**src/rtl/harmonic_pkg.sv**
```systemverilog
// harmonic_pkg: shared widths, FSM state encoding and sum type for the harmonic-series accumulator.
package harmonic_pkg;
    localparam int FRAC_W  = 16;
    localparam int INT_W   = 3;
    localparam int N_W     = 4;
    localparam int SUM_W   = INT_W + FRAC_W;
    localparam int RECIP_W = FRAC_W + 1;
    typedef enum logic [1:0] {IDLE, INIT, ACC, HOLD} state_t;
    typedef logic [SUM_W-1:0] sum_t;
endpackage

```
**src/rtl/harmonic_adder_recip_rom.sv**
```systemverilog
// recip_rom: 4-bit index to 17-bit Q1.16 reciprocal of the index; index 0 yields 0.
// HA_ROUND_EN selects round-to-nearest contents instead of truncated ones.
module recip_rom
    import harmonic_pkg::*;
(
    input  logic [N_W-1:0]     i_idx,
    output logic [RECIP_W-1:0] o_recip
);
`ifdef HA_ROUND_EN
    localparam logic [RECIP_W-1:0] TABLE [16] = '{
        17'd0,     17'd65536, 17'd32768, 17'd21845, 17'd16384, 17'd13107, 17'd10923, 17'd9362,
        17'd8192,  17'd7282,  17'd6554,  17'd5958,  17'd5461,  17'd5041,  17'd4681,  17'd4369
    };
`else
    localparam logic [RECIP_W-1:0] TABLE [16] = '{
        17'd0,     17'd65536, 17'd32768, 17'd21845, 17'd16384, 17'd13107, 17'd10922, 17'd9362,
        17'd8192,  17'd7281,  17'd6553,  17'd5957,  17'd5461,  17'd5041,  17'd4681,  17'd4369
    };
`endif
    assign o_recip = TABLE[i_idx];
endmodule

```
**src/rtl/harmonic_adder.sv**
```systemverilog
// harmonic_adder: sequential H(n) = sum 1/i accumulator in Q3.16, one term per clock.
// Define HA_ROUND_EN for rounded reciprocals; ports and timing do not change.
module harmonic_adder
    import harmonic_pkg::*;
(
    input  logic             clk,
    input  logic             reset,
    input  logic             start,
    input  logic [N_W-1:0]   n,
    output logic [SUM_W-1:0] sum
);
    state_t             r_state;
    state_t             w_next;
    logic [N_W-1:0]     r_i;
    logic [N_W-1:0]     r_n;
    logic [RECIP_W-1:0] w_recip;
    sum_t               r_sum;

    recip_rom u_rom (
        .i_idx  (r_i),
        .o_recip(w_recip)
    );

    // HOLD waits for start to drop so a level-held request never retriggers
    always_comb begin
        w_next = r_state;
        case (r_state)
            IDLE:    w_next = start ? INIT : IDLE;
            INIT:    w_next = (n == '0) ? HOLD : ACC;
            ACC:     w_next = (r_i == r_n) ? HOLD : ACC;
            HOLD:    w_next = start ? HOLD : IDLE;
            default: w_next = IDLE;
        endcase
    end

    always_ff @(posedge clk or posedge reset) begin
        if (reset) begin
            r_state <= IDLE;
            r_i     <= '0;
            r_n     <= '0;
            r_sum   <= '0;
        end else begin
            r_state <= w_next;
            if (r_state == INIT) begin
                r_n   <= n;
                r_i   <= N_W'(1);
                r_sum <= '0;
            end else if (r_state == ACC) begin
                r_sum <= r_sum + {{(SUM_W-RECIP_W){1'b0}}, w_recip};
                r_i   <= r_i + 1'b1;
            end
        end
    end

    assign sum = r_sum;
endmodule

```
**config.mk**
```make
export PLATFORM = sky130hd
export DESIGN_NAME = harmonic_adder
export DESIGN_NICKNAME = d
export VERILOG_FILES = /design/src/rtl/harmonic_pkg.sv /design/src/rtl/harmonic_adder_recip_rom.sv /design/src/rtl/harmonic_adder.sv
export SDC_FILE = /design/constraint.sdc
export NUM_CORES = 1
export LEC_CHECK = 0
export ABC_AREA = 1
export CORE_ASPECT_RATIO = 0.9
export CORE_MARGIN = 2
export CORE_UTILIZATION = 58
export DETAILED_ROUTE_END_ITERATION = 6
export HOLD_SLACK_MARGIN = 0.15
export PLACE_DENSITY = 0.78
export SLEW_MARGIN = 5
export SYNTH_ARGS = -nofsm -noshare
export SYNTH_HDL_FRONTEND = slang
export SYNTH_SLANG_ARGS = --single-unit
```
**constraint.sdc**
```tcl
create_clock -name clk -period 3 [get_ports clk]
set_clock_uncertainty 0.15 [all_clocks]
set_input_delay 0.9 -clock clk [delete_from_list [all_inputs] [get_ports clk]]
set_output_delay 0.9 -clock clk [all_outputs]
set_load 0.005 [all_outputs]
```
==> results.md, run 1 <==
- Antenna violations before repair: 0
- Gr ovfl total: 0
- Required @ worst endpoint: 3.03 ns
- Final setup fails: 0
- Total power: 3.109 mW
- Clk sinks: 29
- Final hold vios: 0
- Vias: 2638
- Die area: approximately 5000 sq um
- Worst IR Drop VDD: just over 0.0006 V
- RR Startpoint: r_i[1]
- DRT Wirelength: 6695 microns
- RSZ-0062 raised after global routing: false
- Fraction of synthesized area in multiplexers: 0%
- Synth area leaders: dfrtp_1, nand2_1, ha_1, inv_1, o21ai_0
- Fin crit period: 2.804 ns
- Post-detailed-placement half-perimeter wirelength: 5191 microns
- Initial DRC Count: 181
- IO Port Bufs: 25
- Post-synthesis simple-gate area fraction: between 30% and 40%
- Adder-Cell Fraction of Synth Area: around 14%
- Cells after Synth: 386
- Hold path depth: 1
- Fin crit share: 93.46%
- # rows: 22
- CTS tree: built
- Diodes inserted: 0
- Hold endpoint: r_n[0]
- Count of different cell masters after synthesis: 37
- Arr. time, crit path: 2.84 ns
- Critical path cell sequence: inv_2 -> ha_1 -> or2_2 -> o21ai_2 -> a21oi_1 -> ha_1 -> or2_4 -> nand2_2 -> inv_2 -> nand2_2 -> nand2_2 -> nand2_1 -> nand3b_1 -> nand3_1 -> nand2_1
- Main combinational cell family by area after synthesis: simple AND/OR/NAND/NOR gates
- YS warnings: 0
- Reg2Reg Setup Slack: approximately 0.20 ns
- Layout filler cell count: 363
- Hold Path Class: reg2reg
- Post-synthesis sequential area ratio: 28.21%
- Core area: slightly above 4000 sq um
- DP Cell Count: 468
- Area growth, synth to finish: 16.34%
- Worst-Margin Slew: 0.5665 ns
- Synthesized flop and latch total: 29
- Worst skew pair latency: 0.28 ns
- Clock transition at path regs: around 0.070 ns
- Most used cell, CP: nand2_2
- Crit path kind: reg2reg
- GRT Util Overall: a little under 30%
- Synth top area share: ~28%
- Fmax: approximately 360 MHz
- Average wire per standard cell: 14.07 microns
- Die extent in x: 74.20 microns
- Total negative slack: 0 ns
- Drt pass-1 iters: 5
- Initial core utilization: between 60% and 70%
- Status: finished clean
- Area of the multi-input gates: 1620 sq um
- Share of layout cells above drive strength 1: approximately 8.7%
- RePlAce Congestion: 0.9425
- Final Net Count: 451
- FF+latch area: 728.2 sq um
- Pwr/cell area: a little over 1000 nW/um^2
- Slowest stage cell, crit path: dfrtp_2
- Final slew viol count: 0
- R2r endpoint: sum[15]
- Clk buf depth: 2
- CTS H-tree depth: 2
- Static leakage: 1.623 nW
- Avg Cell Area, Syn: 6.664 sq um
- Post-synth top area cell: dfrtp_1
- Vias in the first global route: 2414
- Relative slew slack: just over 60%
- Worst Path Max Fanout: 7
- Net Count, Synth: ~420
- Maxcap violations: 0
- Root Driver: clkbuf_8
- First-pass GRT wire length: 11050 microns
- CP endpoint kind: flip-flop
- R2R cell count: 15
- DRC Markers: 0
- # IOs: 26
- Mapped Area: 2572 sq um
- CP max stage delay: 0.42 ns
- Hold path startpoint: r_n[0]
- Num CTS Buffers: 5
- Final non-filler cell total: 476
- Post-route ant nets: 0
- Synth Area in XOR/XNOR: less than 1%
- Largest net degree at the start of global routing: 30
- Synth Area in Compound Gates: between 10% and 20%
- Via-to-Cell Ratio: 5.542
- Die height: 67.18 microns
- Number of hold buffers added after CTS: 0
- Critical Path Source Type: flip-flop
registers in the layout, indices dropped and copies added (netlist names):
register and cells:
r_state 2, r_n 4, sum 19, r_i 4
cells in the mapped netlist:
| master | count |
|---|---|
| nor3b_1 | 1 |
| a31oi_1 | 1 |
| o21bai_1 | 3 |
| inv_2 | 2 |
| o211ai_1 | 1 |
| o22ai_1 | 5 |
| a22o_1 | 2 |
| nand2_1 | 122 |
| inv_1 | 49 |
| nor4_1 | 3 |
| nand3b_1 | 1 |
| xor2_1 | 1 |
| clkbuf_2 | 1 |
| o21ai_1 | 3 |
| or2_4 | 1 |
| nand2_2 | 5 |
| nand3_1 | 20 |
| a22oi_1 | 1 |
| nor2_2 | 2 |
| nand4_1 | 2 |
| nor3_1 | 3 |
| or2_1 | 2 |
| nand3_2 | 2 |
| and2_1 | 2 |
| ha_1 | 28 |
| buf_4 | 3 |
| o21ai_0 | 26 |
| a32o_1 | 1 |
| o21a_1 | 1 |
| or2_2 | 2 |
| a21oi_1 | 23 |
| nor2_1 | 30 |
| o31ai_1 | 2 |
| dfrtp_1 | 29 |
| clkbuf_1 | 3 |
| buf_2 | 2 |
| fa_1 | 1 |
cell families after synthesis:
logic type | after synthesis
AND/OR/NAND/NOR | 198
XOR/XNOR | 1
AO/OA/AOI/OAI | 69
adder cells (fa/ha/maj) | 29
buffers and inverters | 60
flip-flops | 29
critical path, delay by kind of cell (launching register included):
kind            cells  cell delay [ns]
fa+ha+maj           2             0.60
simple gates        9             1.16
flops               1             0.42
compound gates      2             0.21
buf+inv             2             0.15
power by group:
group	total, mW	internal (mW)	leakage (nW)	switching [mW]
clock	0.313	0.160	0.0450	0.153
combinational	2.10	0.812	1.21	1.29
sequential	0.697	0.555	0.372	0.142
total	3.11	1.53	1.62	1.58
per-stage QoR:
| step | cell area, sq um | util [%] | hold slack (ns) | setup WS (ns) |
|---|---|---|---|---|
| after detailed placement | 2894 | 69.63 | 0.3444 | 0.07572 |
| after CTS | 2977 | 71.61 | 0.3604 | 0.04259 |
| after global routing | 2993 | 72.00 | 0.3892 | 0.01465 |
| final | 2993 | 72.00 | 0.3561 | 0.1963 |
| after global placement | 2894 | 69.63 | 0.3412 | 0.1198 |
| after floorplan | 2572 | - | 0.3132 | 0.4255 |
cell type report:
cell class / count / area share (%)
multi-input cells: 297 / 54.14
flip-flops and latches: 29 / 24.33
repair buffers: 31 / 9.866
inverters: 51 / 6.396
well taps: 60 / 2.508
clock buffers: 6 / 2.425
clock inverters: 2 / 0.3344
cells in the final DEF (no fill, tap or decap), types with 2 or more instances in the layout:
cell type        Yosys  final
clkinv_2             0      2
o21ai_0             26     24
nor2_1              30     29
nand2_2              5      5
dfrtp_2              0      2
or2_2                2      2
nor3_1               3      3
o31ai_1              2      2
clkbuf_8             0      5
nand3_1             20     20
inv_2                2      4
ha_1                28     26
inv_1               49     47
nor2_2               2      3
o22ai_1              5      5
nand4_1              2      2
a21oi_1             23     23
clkdlybuf4s50_1      0     25
nor4_1               3      3
or2_1                2      2
dfrtp_1             29     27
o21bai_1             3      3
o21ai_1              3      4
ha_2                 0      2
a22o_1               2      2
and2_1               2      2
nand3_2              2      2
buf_4                3      6
nand2_1            122    122
metal layers:
layer	up-vias	GRT usage, %	routed length, microns
li1	1309	-	-
met1	1186	40.41	3124
met2	124	43.97	2793
met3	19	5.970	582
met4	0	12.73	195
met5	-	0	0
worst max path at each step:
stage	startpoint	to	slack, ns	cells past startpoint
2_1_floorplan	r_i[1]	sum[7]	0.43	14
3_3_place_gp	r_i[1]	sum[15]	0.12	15
3_5_place_dp	r_i[1]	sum[7]	0.08	14
4_1_cts	r_i[1]	sum[7]	0.04	14
5_1_grt	r_i[1]	sum[15]	0.01	15
6_report	r_i[1]	sum[15]	0.20	15
repair_timing:
item,CTS,global route
gates resized for setup,0,11
setup buffers,0,0
endpoints found under the setup margin,0,14
Power figures use the tool's default switching activity.
==> run 2, diff against run 1 <==
RECOVER_POWER = 25   (was default)
==> results.md, run 2 (synthesis results as in run 1) <==
- Status: finished clean
- DRT Wirelength: 6692 microns (about the same)
- Worst Path Max Fanout: 7 (unchanged)
- Fmax: 356.7 MHz (about the same)
- Diodes inserted: 0 (unchanged)
- Final non-filler cell total: 476 (unchanged)
- # IOs: 26 (unchanged)
- Routing usage on met3: 5.970% (unchanged)
- RR Startpoint: r_i[1]
- R2r endpoint: sum[7]
- Share of layout cells above drive strength 1: 8.654% (unchanged)
- Max reg flops: 19 (unchanged)
- Final Net Count: 451 (unchanged)
- Fin crit share: 93.45% (about the same)
- # rows: 22 (unchanged)
- Vias in the first global route: 2414 (unchanged)
- Hold Path Class: reg2reg
- Most common cell after layout, fill and taps aside: nand2_1
- Hold path depth: 1 (unchanged)
- Antenna violations before repair: 0 (unchanged)
- Core area: 4156 sq um (unchanged)
- Maxcap violations: 0 (unchanged)
- Initial core utilization: 61.89% (unchanged)
- Arr. time, crit path: 2.83 ns (about the same)
- RePlAce Congestion: 0.9425 (unchanged)
- Area growth, synth to finish: 16.25% (about the same)
- Pwr/cell area: 1039 nW/um^2 (about the same)
- GR peak layer: met2
- Relative slew slack: 48.37% (-14 points)
- Final hold vios: 0 (unchanged)
- Initial DRC Count: 181 (unchanged)
- DRC Markers: 0 (unchanged)
- Die area: 4985 sq um (unchanged)
- Worst IR Drop VDD: 0.0006193 V (about the same)
- Static leakage: 1.623 nW (about the same)
- Met1 GRT Util: 40.41% (unchanged)
- Final slew viol count: 0 (unchanged)
- Worst-Margin Slew: 0.7744 ns (+0.2080 ns)
- Die height: 67.18 microns (unchanged)
- Required @ worst endpoint: 3.03 ns (about the same)
- Most frequent cells in the layout: nand2_1, inv_1, nor2_1
- Via-to-Cell Ratio: 5.540 (about the same)
- Clock transition at path regs: 0.06 ns (about the same)
- GRT Util Overall: 29.17% (unchanged)
- CTS H-tree depth: 2 (unchanged)
- Post-route ant nets: 0 (unchanged)
- Gr ovfl total: 0 (unchanged)
- Crit path kind: reg2reg
- Setup bufs post-CTS: 0 (unchanged)
- IO Port Bufs: 25 (unchanged)
- Root Driver: clkbuf_8
- Clk sinks: 29 (unchanged)
- Vias: 2637 (-0.038%)
- DP Cell Count: 468 (unchanged)
- Hold path startpoint: r_n[0]
- Post-detailed-placement half-perimeter wirelength: 5191 microns (unchanged)
- Total negative slack: 0 ns (unchanged)
- Critical Path Source Type: flip-flop
- Clk buf depth: 2 (unchanged)
- Layout filler cell count: 364 (+0.28%)
- Hold endpoint: r_n[0]
- R2R cell count: 14 (-1)
- CTS tree: built
- Largest net degree at the start of global routing: 30 (unchanged)
- RSZ-0062 raised after global routing: false
- Fin crit period: 2.804 ns (-0.00004100 ns)
- First-pass GRT wire length: 11050 microns (unchanged)
- Worst skew pair latency: 0.29 ns (about the same)
- Reg2Reg Setup Slack: 0.20 ns (about the same)
- CP endpoint kind: flip-flop
- Grt met2 use: 43.97% (unchanged)
- Final setup fails: 0 (unchanged)
- Average wire per standard cell: 14.06 microns (about the same)
- Die extent in x: 74.20 microns (unchanged)
- Num CTS Buffers: 5 (unchanged)
- Drt pass-1 iters: 5 (unchanged)
[run 2: layout make-up]
type | count | area [sq um] | area share [%]
Multi-Input combinational cell | 297 | 1620 | 54.18
Sequential cell | 29 | 728.2 | 24.35
Timing Repair Buffer | 31 | 292.8 | 9.791
Inverter | 51 | 191.4 | 6.402
Tap cell | 60 | 75.07 | 2.510
Clock buffer | 6 | 72.57 | 2.427
Clock inverter | 2 | 10.01 | 0.3347
[run 2: worst max-delay path by stage]
stage                 from  endpoint  cells past startpoint
global route        r_i[1]   sum[15]                     15
finish              r_i[1]    sum[7]                     14
CTS                 r_i[1]    sum[7]                     14
detailed placement  r_i[1]    sum[7]                     14
global placement    r_i[1]   sum[15]                     15
floorplan           r_i[1]    sum[7]                     14
[run 2: repair_timing]
item | 4_1_cts | 5_1_grt
hold buffers | 0 | 0
endpoints found under the setup margin | 0 | 14
gates resized for setup | 0 | 11
[run 2: power breakdown]
group / internal, mW / switching [mW]
sequential: 0.555 / 0.142
clock: 0.160 / 0.153
combinational: 0.810 / 1.29
[run 2: routing by layer]
layer,wire length (microns),part of all wire (%)
met1,3111,46
met2,2792,42
met4,195,2.9
met5,0,0
met3,592,8.8
[run 2: per-stage QoR]
step / utilization [%] / setup WS (ns) / hold WS [ns] / power (mW) / cell area (sq um)
floorplan: - / 0.4255 / 0.3132 / 2.119 / 2572
global placement: 69.63 / 0.1198 / 0.3412 / 2.705 / 2894
detailed placement: 69.63 / 0.07572 / 0.3444 / 2.730 / 2894
CTS: 71.61 / 0.04259 / 0.3604 / 3.052 / 2977
global route: 71.94 / 0.01465 / 0.3892 / 3.404 / 2990
finish: 71.94 / 0.1964 / 0.3574 / 3.107 / 2990
[run 2: worst max-delay path: stages (launching register included)]
cell and delay [ns]:
dfrtp_2 0.42, inv_2 0.09, ha_1 0.21, or2_2 0.34
o21ai_2 0.09, a21oi_1 0.12, ha_1 0.39, or2_4 0.26
nand2_2 0.10, inv_2 0.06, nand2_2 0.06, nand2_2 0.07
or2_1 0.21, nand3_1 0.07, nand2_1 0.05
==> run 3, diff against run 2 <==
HOLD_SLACK_MARGIN = default   (was 0.15)
==> results of run 3 <==
The final DEF is identical to that of run 2; final timing and power are the same.
